$ cat config.mk
export PLATFORM = sky130hd
export DESIGN_NAME = inst_fetch
export DESIGN_NICKNAME = d
export VERILOG_FILES = /design/src/rtl/inst_fetch.sv
export SDC_FILE = /design/constraint.sdc
export NUM_CORES = 1
export LEC_CHECK = 0
export CAP_MARGIN = 10
export CORE_MARGIN = 2
export CORE_UTILIZATION = 35
export DETAILED_ROUTE_END_ITERATION = 7
export DONT_BUFFER_PORTS = 1
export SLEW_MARGIN = 20
export SYNTH_ARGS = -nofsm -noshare
export SYNTH_HDL_FRONTEND = slang
export SYNTH_SLANG_ARGS = --single-unit
$ cat constraint.sdc
create_clock -name clk -period 10.39 [get_ports clk]
set_input_delay 2.078 -clock clk [delete_from_list [all_inputs] [get_ports clk]]
set_output_delay 2.078 -clock clk [all_outputs]
set_load 0.005 [all_outputs]
$ cat src/rtl/inst_fetch.sv
// -----------------------------------------------------------------------------
// inst_fetch -- instruction fetch front end
//
// Holds the program counter and drives word-aligned addresses to a
// combinational instruction memory. Each returned word is stored in a small
// FIFO together with the address it came from. Decode drains the FIFO through
// a valid/ready handshake. A redirect from branch/jump resolution reloads the
// PC and empties the FIFO in the same edge.
//
// Parameters
//   RESET_PC        PC loaded on reset (low two bits forced to zero)
//   BUF_DEPTH       FIFO entries, power of two, at least 2
//
// Ports
//   clk             in   1    clock, rising edge
//   rst             in   1    asynchronous reset, active low
//   imem_addr       out  32   fetch byte address, always word aligned
//   imem_data       in   32   instruction word for imem_addr, same cycle
//   redirect_valid  in   1    redirect request
//   redirect_pc     in   32   redirect target byte address
//   inst_valid      out  1    FIFO head holds an instruction
//   inst            out  32   FIFO head instruction word
//   inst_pc         out  32   byte address of the head instruction
//   inst_ready      in   1    decode accepts the head this cycle
//   buf_count       out  CW   FIFO occupancy, CW = $clog2(BUF_DEPTH)+1
// -----------------------------------------------------------------------------
module inst_fetch #(
    parameter logic [31:0] RESET_PC  = 32'h0,
    parameter int          BUF_DEPTH = 2
) (
    input  logic                         clk,
    input  logic                         rst,
    output logic [31:0]                  imem_addr,
    input  logic [31:0]                  imem_data,
    input  logic                         redirect_valid,
    input  logic [31:0]                  redirect_pc,
    output logic                         inst_valid,
    output logic [31:0]                  inst,
    output logic [31:0]                  inst_pc,
    input  logic                         inst_ready,
    output logic [$clog2(BUF_DEPTH):0]   buf_count
);

    localparam int                PTR_W   = $clog2(BUF_DEPTH);
    localparam int                CNT_W   = PTR_W + 1;
    localparam logic [CNT_W-1:0]  DEPTH_C = CNT_W'(BUF_DEPTH);
    localparam logic [31:0]       PC_RST  = RESET_PC & 32'hFFFF_FFFC;

    logic [31:0]       r_pc;
    logic [PTR_W-1:0]  r_wr_ptr;
    logic [PTR_W-1:0]  r_rd_ptr;
    logic [CNT_W-1:0]  r_count;
    logic [31:0]       r_hold_inst;
    logic [31:0]       r_hold_pc;
    logic [31:0]       r_buf_inst [BUF_DEPTH];
    logic [31:0]       r_buf_pc   [BUF_DEPTH];

    logic              w_valid;
    logic              w_pop;
    logic              w_push;
    logic [31:0]       w_head_inst;
    logic [31:0]       w_head_pc;

    assign w_valid     = (r_count != '0);
    assign w_pop       = w_valid & inst_ready;
    // A full FIFO may still fetch when the head leaves in the same cycle,
    // which keeps a one-per-cycle stream free of bubbles.
    assign w_push      = ~redirect_valid & ((r_count < DEPTH_C) | w_pop);
    assign w_head_inst = r_buf_inst[r_rd_ptr];
    assign w_head_pc   = r_buf_pc[r_rd_ptr];

    // Control state: PC, pointers, occupancy, and the last-shown head copy.
    always_ff @(posedge clk or negedge rst) begin
        if (!rst) begin
            r_pc        <= PC_RST;
            r_wr_ptr    <= '0;
            r_rd_ptr    <= '0;
            r_count     <= '0;
            r_hold_inst <= '0;
            r_hold_pc   <= '0;
        end else begin
            // Remember what decode currently sees so the outputs can hold it
            // once the FIFO drains or is flushed.
            if (w_valid) begin
                r_hold_inst <= w_head_inst;
                r_hold_pc   <= w_head_pc;
            end
            if (redirect_valid) begin
                r_pc     <= redirect_pc & 32'hFFFF_FFFC;
                r_wr_ptr <= '0;
                r_rd_ptr <= '0;
                r_count  <= '0;
            end else begin
                if (w_push) begin
                    r_pc     <= r_pc + 32'd4;
                    r_wr_ptr <= r_wr_ptr + PTR_W'(1);
                end
                if (w_pop) begin
                    r_rd_ptr <= r_rd_ptr + PTR_W'(1);
                end
                case ({w_push, w_pop})
                    2'b10:   r_count <= r_count + CNT_W'(1);
                    2'b01:   r_count <= r_count - CNT_W'(1);
                    default: r_count <= r_count;
                endcase
            end
        end
    end

    // FIFO storage is pure data and needs no reset: entries are only read
    // while the occupancy says they were written.
    always_ff @(posedge clk) begin
        if (w_push) begin
            r_buf_inst[r_wr_ptr] <= imem_data;
            r_buf_pc[r_wr_ptr]   <= r_pc;
        end
    end

    assign imem_addr  = r_pc;
    assign inst_valid = w_valid;
    assign inst       = w_valid ? w_head_inst : r_hold_inst;
    assign inst_pc    = w_valid ? w_head_pc   : r_hold_pc;
    assign buf_count  = r_count;

endmodule

; After elaboration in Yosys (flattened, before gate mapping)
; Memories as Yosys holds them, arrays and structs flattened.
; Cells that the tools add are included.
[totals]
mem_count = 2
inputBits = 68
ramBits = 128
elab_cells = 36
register_bits = 100
[memory_table]
columns = memory, words, width, rd, rd_ports_with_merged_regs, write_ports, line
row1 = r_buf_inst, 2, 32, 1, 0, 1, 55  ; logic [31:0] r_buf_inst [BUF_DEPTH];
row2 = r_buf_pc, 2, 32, 1, 0, 1, 56  ; logic [31:0] r_buf_pc [BUF_DEPTH];
[classes]
reduce_logical = 4
magnitude_cmp = 1
n_mux = 12
bitwise = 4
eq_ne = 2
add_sub_neg = 5
[op_table]
columns = op, n
row1 = 32-bit 2-to-1 mux, 4
row2 = "32-bit by 3-bit adder with 32-bit output, second input constant", 1
row3 = 1-bit 2-to-1 mux, 6
row4 = 2-bit nonzero test, 3
row5 = 2-bit one-hot mux with 2 select lines, 1
row6 = 3-bit nonzero test, 1
row7 = "1-bit adder, second input constant", 2
row8 = "2-bit by 1-bit adder with 2-bit output, second input constant", 1
row9 = 1-bit bitwise AND, 2
row10 = "2-bit by 1-bit equality test with 1-bit output, second input constant", 1
row11 = "2-bit equality test, second input constant", 1
row12 = "2-bit less-than comparator, second input constant", 1
row13 = 2-bit 2-to-1 mux, 1
row14 = "2-bit by 1-bit subtractor with 2-bit output, second input constant", 1
row15 = 1-bit inverter, 1
row16 = 1-bit OR, 1

; Depth between registers and ports, before layout
[depth]
ltp_word = 7
depth_mapped = 6
depth_no_buf = 5

; Worst setup path after synthesis
; No wires, ideal clock.
[synth_path]
path_kind = in2reg
startpoint = in redirect_valid
endpoint = mem r_buf_inst[0][0], enable pin
stages = 5
setup_time_ns = 0.482
slack_ns = 4.661
t_required_ns = 9.908
arrival_ns = 5.247
path_cell_list = clkbuf_1 -> inv_1 -> clkbuf_1 -> nand2_1 -> nor2_1
[synth_via]
elab_chain_len = 4
[synth_rtl]
columns = element, line
row1 = start: declaration, 35  ; input logic redirect_valid,
row2 = 1-bit inverter, 68  ; assign w_push = ~redirect_valid & ((r_count < DEPTH_C) | w_pop);
row3 = 1-bit bitwise AND, 68
row4 = 1-bit 2-to-1 mux, 113  ; if (w_push) begin
row5 = 1-bit 2-to-1 mux (not written as such), 114  ; r_buf_inst[r_wr_ptr] <= imem_data;
row6 = end: declaration, 55
; Every way passes these cells.

; Worst setup path in the final report
[layout_path]
startpoint = reg r_rd_ptr
endpoint = out inst_pc[17]
[layout_via]
elab_chain_len = 2
[layout_rtl]
columns = element, line
row1 = start: declaration, 51  ; logic [PTR_W-1:0] r_rd_ptr;
row2 = start signal: assignment, 99  ; r_rd_ptr <= r_rd_ptr + PTR_W'(1);
row3 = memory 2 x 32 bit, -
row4 = 32-bit 2-to-1 mux, 122  ; assign inst_pc = w_valid ? w_head_pc : r_hold_pc;
row5 = end: declaration, 39  ; output logic [31:0] inst_pc,
; Every way passes these cells.

==> results.json <==
{
  "num_vias": 5214,
  "slowest_delay_ns": 0.77,
  "dp.cells": 944,
  "peakVddDrop_v": 0.000140,
  "grt_overflow": 0,
  "cp.required_ns": 8.31,
  "dr.pass1.iters": 5,
  "holdBufCountCts": 0,
  "crit_buf_inv": 1,
  "slew_headroom_pct": 38.2,
  "cap_violations": 0,
  "hold_end": "r_hold_pc[0]",
  "syn-mean-instance-area_sq_um": 13.4,
  "outcome": "complete, no violations",
  "path_class": "flip-flop to primary output",
  "vias_per_cell": 5.26,
  "initial_utilization_pct": 35.8,
  "dp_hpwl_um": 12400,
  "syn-cell-area_sq_um": 8770,
  "cts_sinks": 222,
  "tns_ns": 0,
  "holdPathStages": 1,
  "ys_warn_count": 0,
  "crit_path_start_kind": "flip-flop",
  "die_height_um": 162,
  "rsz0062_at_grt": "false",
  "cts_buffers": 25,
  "regToRegStartpoint": "buf_count[1]",
  "ios": 167,
  "reg2reg_slack_ns": 7.97,
  "layout-drive-gt1-share_pct": 8.71,
  "setup_violations": 0,
  "drv_slew": 0,
  "drc": 0,
  "cts_htree_levels": 1,
  "die_w_um": 162,
  "layout_min_cycle_time_ns": 4.80,
  "grt_max_degree": 128,
  "synthArstFlopShare_pct": 44.1,
  "worstPathArrival_ns": 2.72,
  "crit_slowest_cell": "dfrtp_4",
  "crit_family": "flip-flops",
  "core_sq_um": 24500,
  "pre_cts_slack_ns": 6.04,
  "io_buffers": 0,
  "yosysUniqueCellTypes": 46,
  "yosys_most_used_dff": "edfxtp_1",
  "skew_ns": 0.00992,
  "wirelength_um": 19600,
  "path_cells": "buf_4 > mux2i_1 > o21ai_0",
  "post_cts_buffers": 0,
  "layout_common_cells": "edfxtp_1 (124), dfrtp_1 (97), nand2_1 (91)",
  "syn_inst": 655,
  "leakagePower_nw": 3.57,
  "worstPathMaxFanout": 33,
  "clkTransAtPathRegs_ns": 0.06,
  "cts_root_buf": "clkbuf_16",
  "dr.first_iter.drc_count": 400,
  "cts.path.max_buffers": 3,
  "antenna_found_initial": 0,
  "stdcell_count": 991,
  "fmax_mhz": 208,
  "min_from": "r_hold_pc[0]",
  "syn_to_final_growth_pct": 12.1,
  "grt_pass1_wl_um": 30700,
  "ys_ff_latch": 222,
  "track_usage_pct": 14.7,
  "rr_endpoint": "r_buf_inst[0][20]",
  "seq_area_frac_synth_pct": 70.4,
  "layout_commonest_cell": "edfxtp_1",
  "finalHoldViolCount": 0,
  "end_kind": "primary output",
  "hold_ws_ns": 0.509,
  "nets": 716,
  "grt_pass1_vias": 5416,
  "ant_nets": 0,
  "cts_tree": "yes",
  "ff2ff_path_depth": 4,
  "die-area_sq_um": 26300,
  "clock_latency_ns": 0.51,
  "synth-edff-count": 124,
  "finalCritPeriodShare_pct": 46.2,
  "rows": 57,
  "setup_slack_ns": 5.59,
  "wl_per_cell_um": 19.8,
  "cts_resized": 0,
  "hp-class": "flip-flop to flip-flop",
  "tightest_slew_ns": 0.927,
  "power_density_nw_per_um2": 216,
  "finalWeightedCongestion": 0.829,
  "total_power_mw": 2.12
}
-- worst max path at each step --
stage,from,to,slack (ns),cells after the start
floorplan,redirect_valid,r_buf_inst[0][0],4.66,5
global placement,r_rd_ptr,inst_pc[18],6.08,3
detailed placement,r_rd_ptr,inst_pc[18],6.04,3
CTS,r_rd_ptr,inst_pc[18],5.47,3
global route,r_rd_ptr,inst_pc[18],5.28,3
finish,r_rd_ptr,inst_pc[17],5.59,3
-- report_power, final --
part	leakage [nW]	internal, mW	switching (mW)
Combinational	0.850	0.0652	0.137
Clock	0.380	0.465	0.340
Sequential	2.34	1.05	0.0667
Total	3.57	1.58	0.544
-- flip-flops by register name, summed over array words and instances, names as in the netlist --
name / count
buf_count: 2
imem_addr: 30
r_buf_inst: 64
r_buf_pc: 60
r_hold_inst: 32
r_hold_pc: 32
r_rd_ptr: 1
r_wr_ptr: 1
-- stage by stage --
stage | cell area, sq um | util [%]
after CTS | 9830 | 40.2
after global placement | 9070 | 37.1
after floorplan | 8770 | -
after detailed placement | 9070 | 37.1
final | 9830 | 40.2
after global routing | 9830 | 40.2
-- per-layer routing --
layer	global-route usage, %	up-vias	wire length (um)	part of all wire [%]
li1	-	2404	-	-
met1	18.8	2576	8280	42
met2	24.0	203	9020	46
met3	5.13	31	1890	9.7
met4	4.10	0	401	2.0
met5	0	-	0	0
-- logic make-up (layout without fill, tap and decap cells) --
group | Yosys count | in the layout | synth area share [%]
xor gates and xnor gates | 8 | 8 | 0.799
adders and majority gates | 1 | 1 | 0.143
and+or+nand+nor | 195 | 195 | 11.1
other | 1 | 3 | 0.0428
muxes | 63 | 63 | 7.19
DFF | 222 | 222 | 70.4
AOI/OAI and AO/OA | 116 | 116 | 8.03
buffers and inverters | 49 | 59 | 2.23
-- area by class of cell --
class                           instances  area, sq um
Antenna cell                            1         2.50
Timing Repair Buffer                    3         26.3
Multi-Input combinational cell        385         2420
Clock buffer                           33          686
Tap cell                              324          405
Clock inverter                         13         73.8
Inverter                               10         37.5
Sequential cell                       222         6180
Fill cell                            2262        14600
-- worst reg2reg max path, delay by kind of cell, from the launching register on --
| family | cells | cell delay [ns] |
|---|---|---|
| buf+inv | 1 | 0.72 |
| flops | 1 | 0.47 |
| simple gates | 3 | 0.81 |
-- synth_stat cells, types with 2 or more instances --
| library cell | instances | area, sq um |
|---|---|---|
| and2_1 | 4 | 25.0 |
| nor2_1 | 17 | 63.8 |
| and4_1 | 4 | 35.0 |
| nor2b_1 | 5 | 31.3 |
| buf_1 | 5 | 18.8 |
| edfxtp_1 | 124 | 3720 |
| nor4_1 | 3 | 18.8 |
| inv_1 | 9 | 33.8 |
| a22oi_1 | 6 | 45.0 |
| and3_1 | 8 | 50.1 |
| xor2_1 | 4 | 35.0 |
| mux2i_1 | 63 | 631 |
| nand2_1 | 91 | 342 |
| nor3_1 | 3 | 15.0 |
| clkbuf_1 | 29 | 109 |
| a31oi_1 | 5 | 31.3 |
| nand2b_1 | 2 | 12.5 |
| or2_2 | 8 | 50.1 |
| o31a_1 | 2 | 17.5 |
| o311ai_1 | 8 | 70.1 |
| nor3b_1 | 2 | 15.0 |
| buf_4 | 2 | 15.0 |
| a21oi_1 | 4 | 20.0 |
| nand3_1 | 22 | 110 |
| buf_2 | 3 | 15.0 |
| o311ai_0 | 9 | 78.8 |
| xnor2_1 | 4 | 35.0 |
| nand4_1 | 17 | 106 |
| o21ai_0 | 71 | 355 |
| dfrtp_1 | 98 | 2450 |
| o31ai_1 | 8 | 60.1 |
Power figures use the tool's default switching activity.
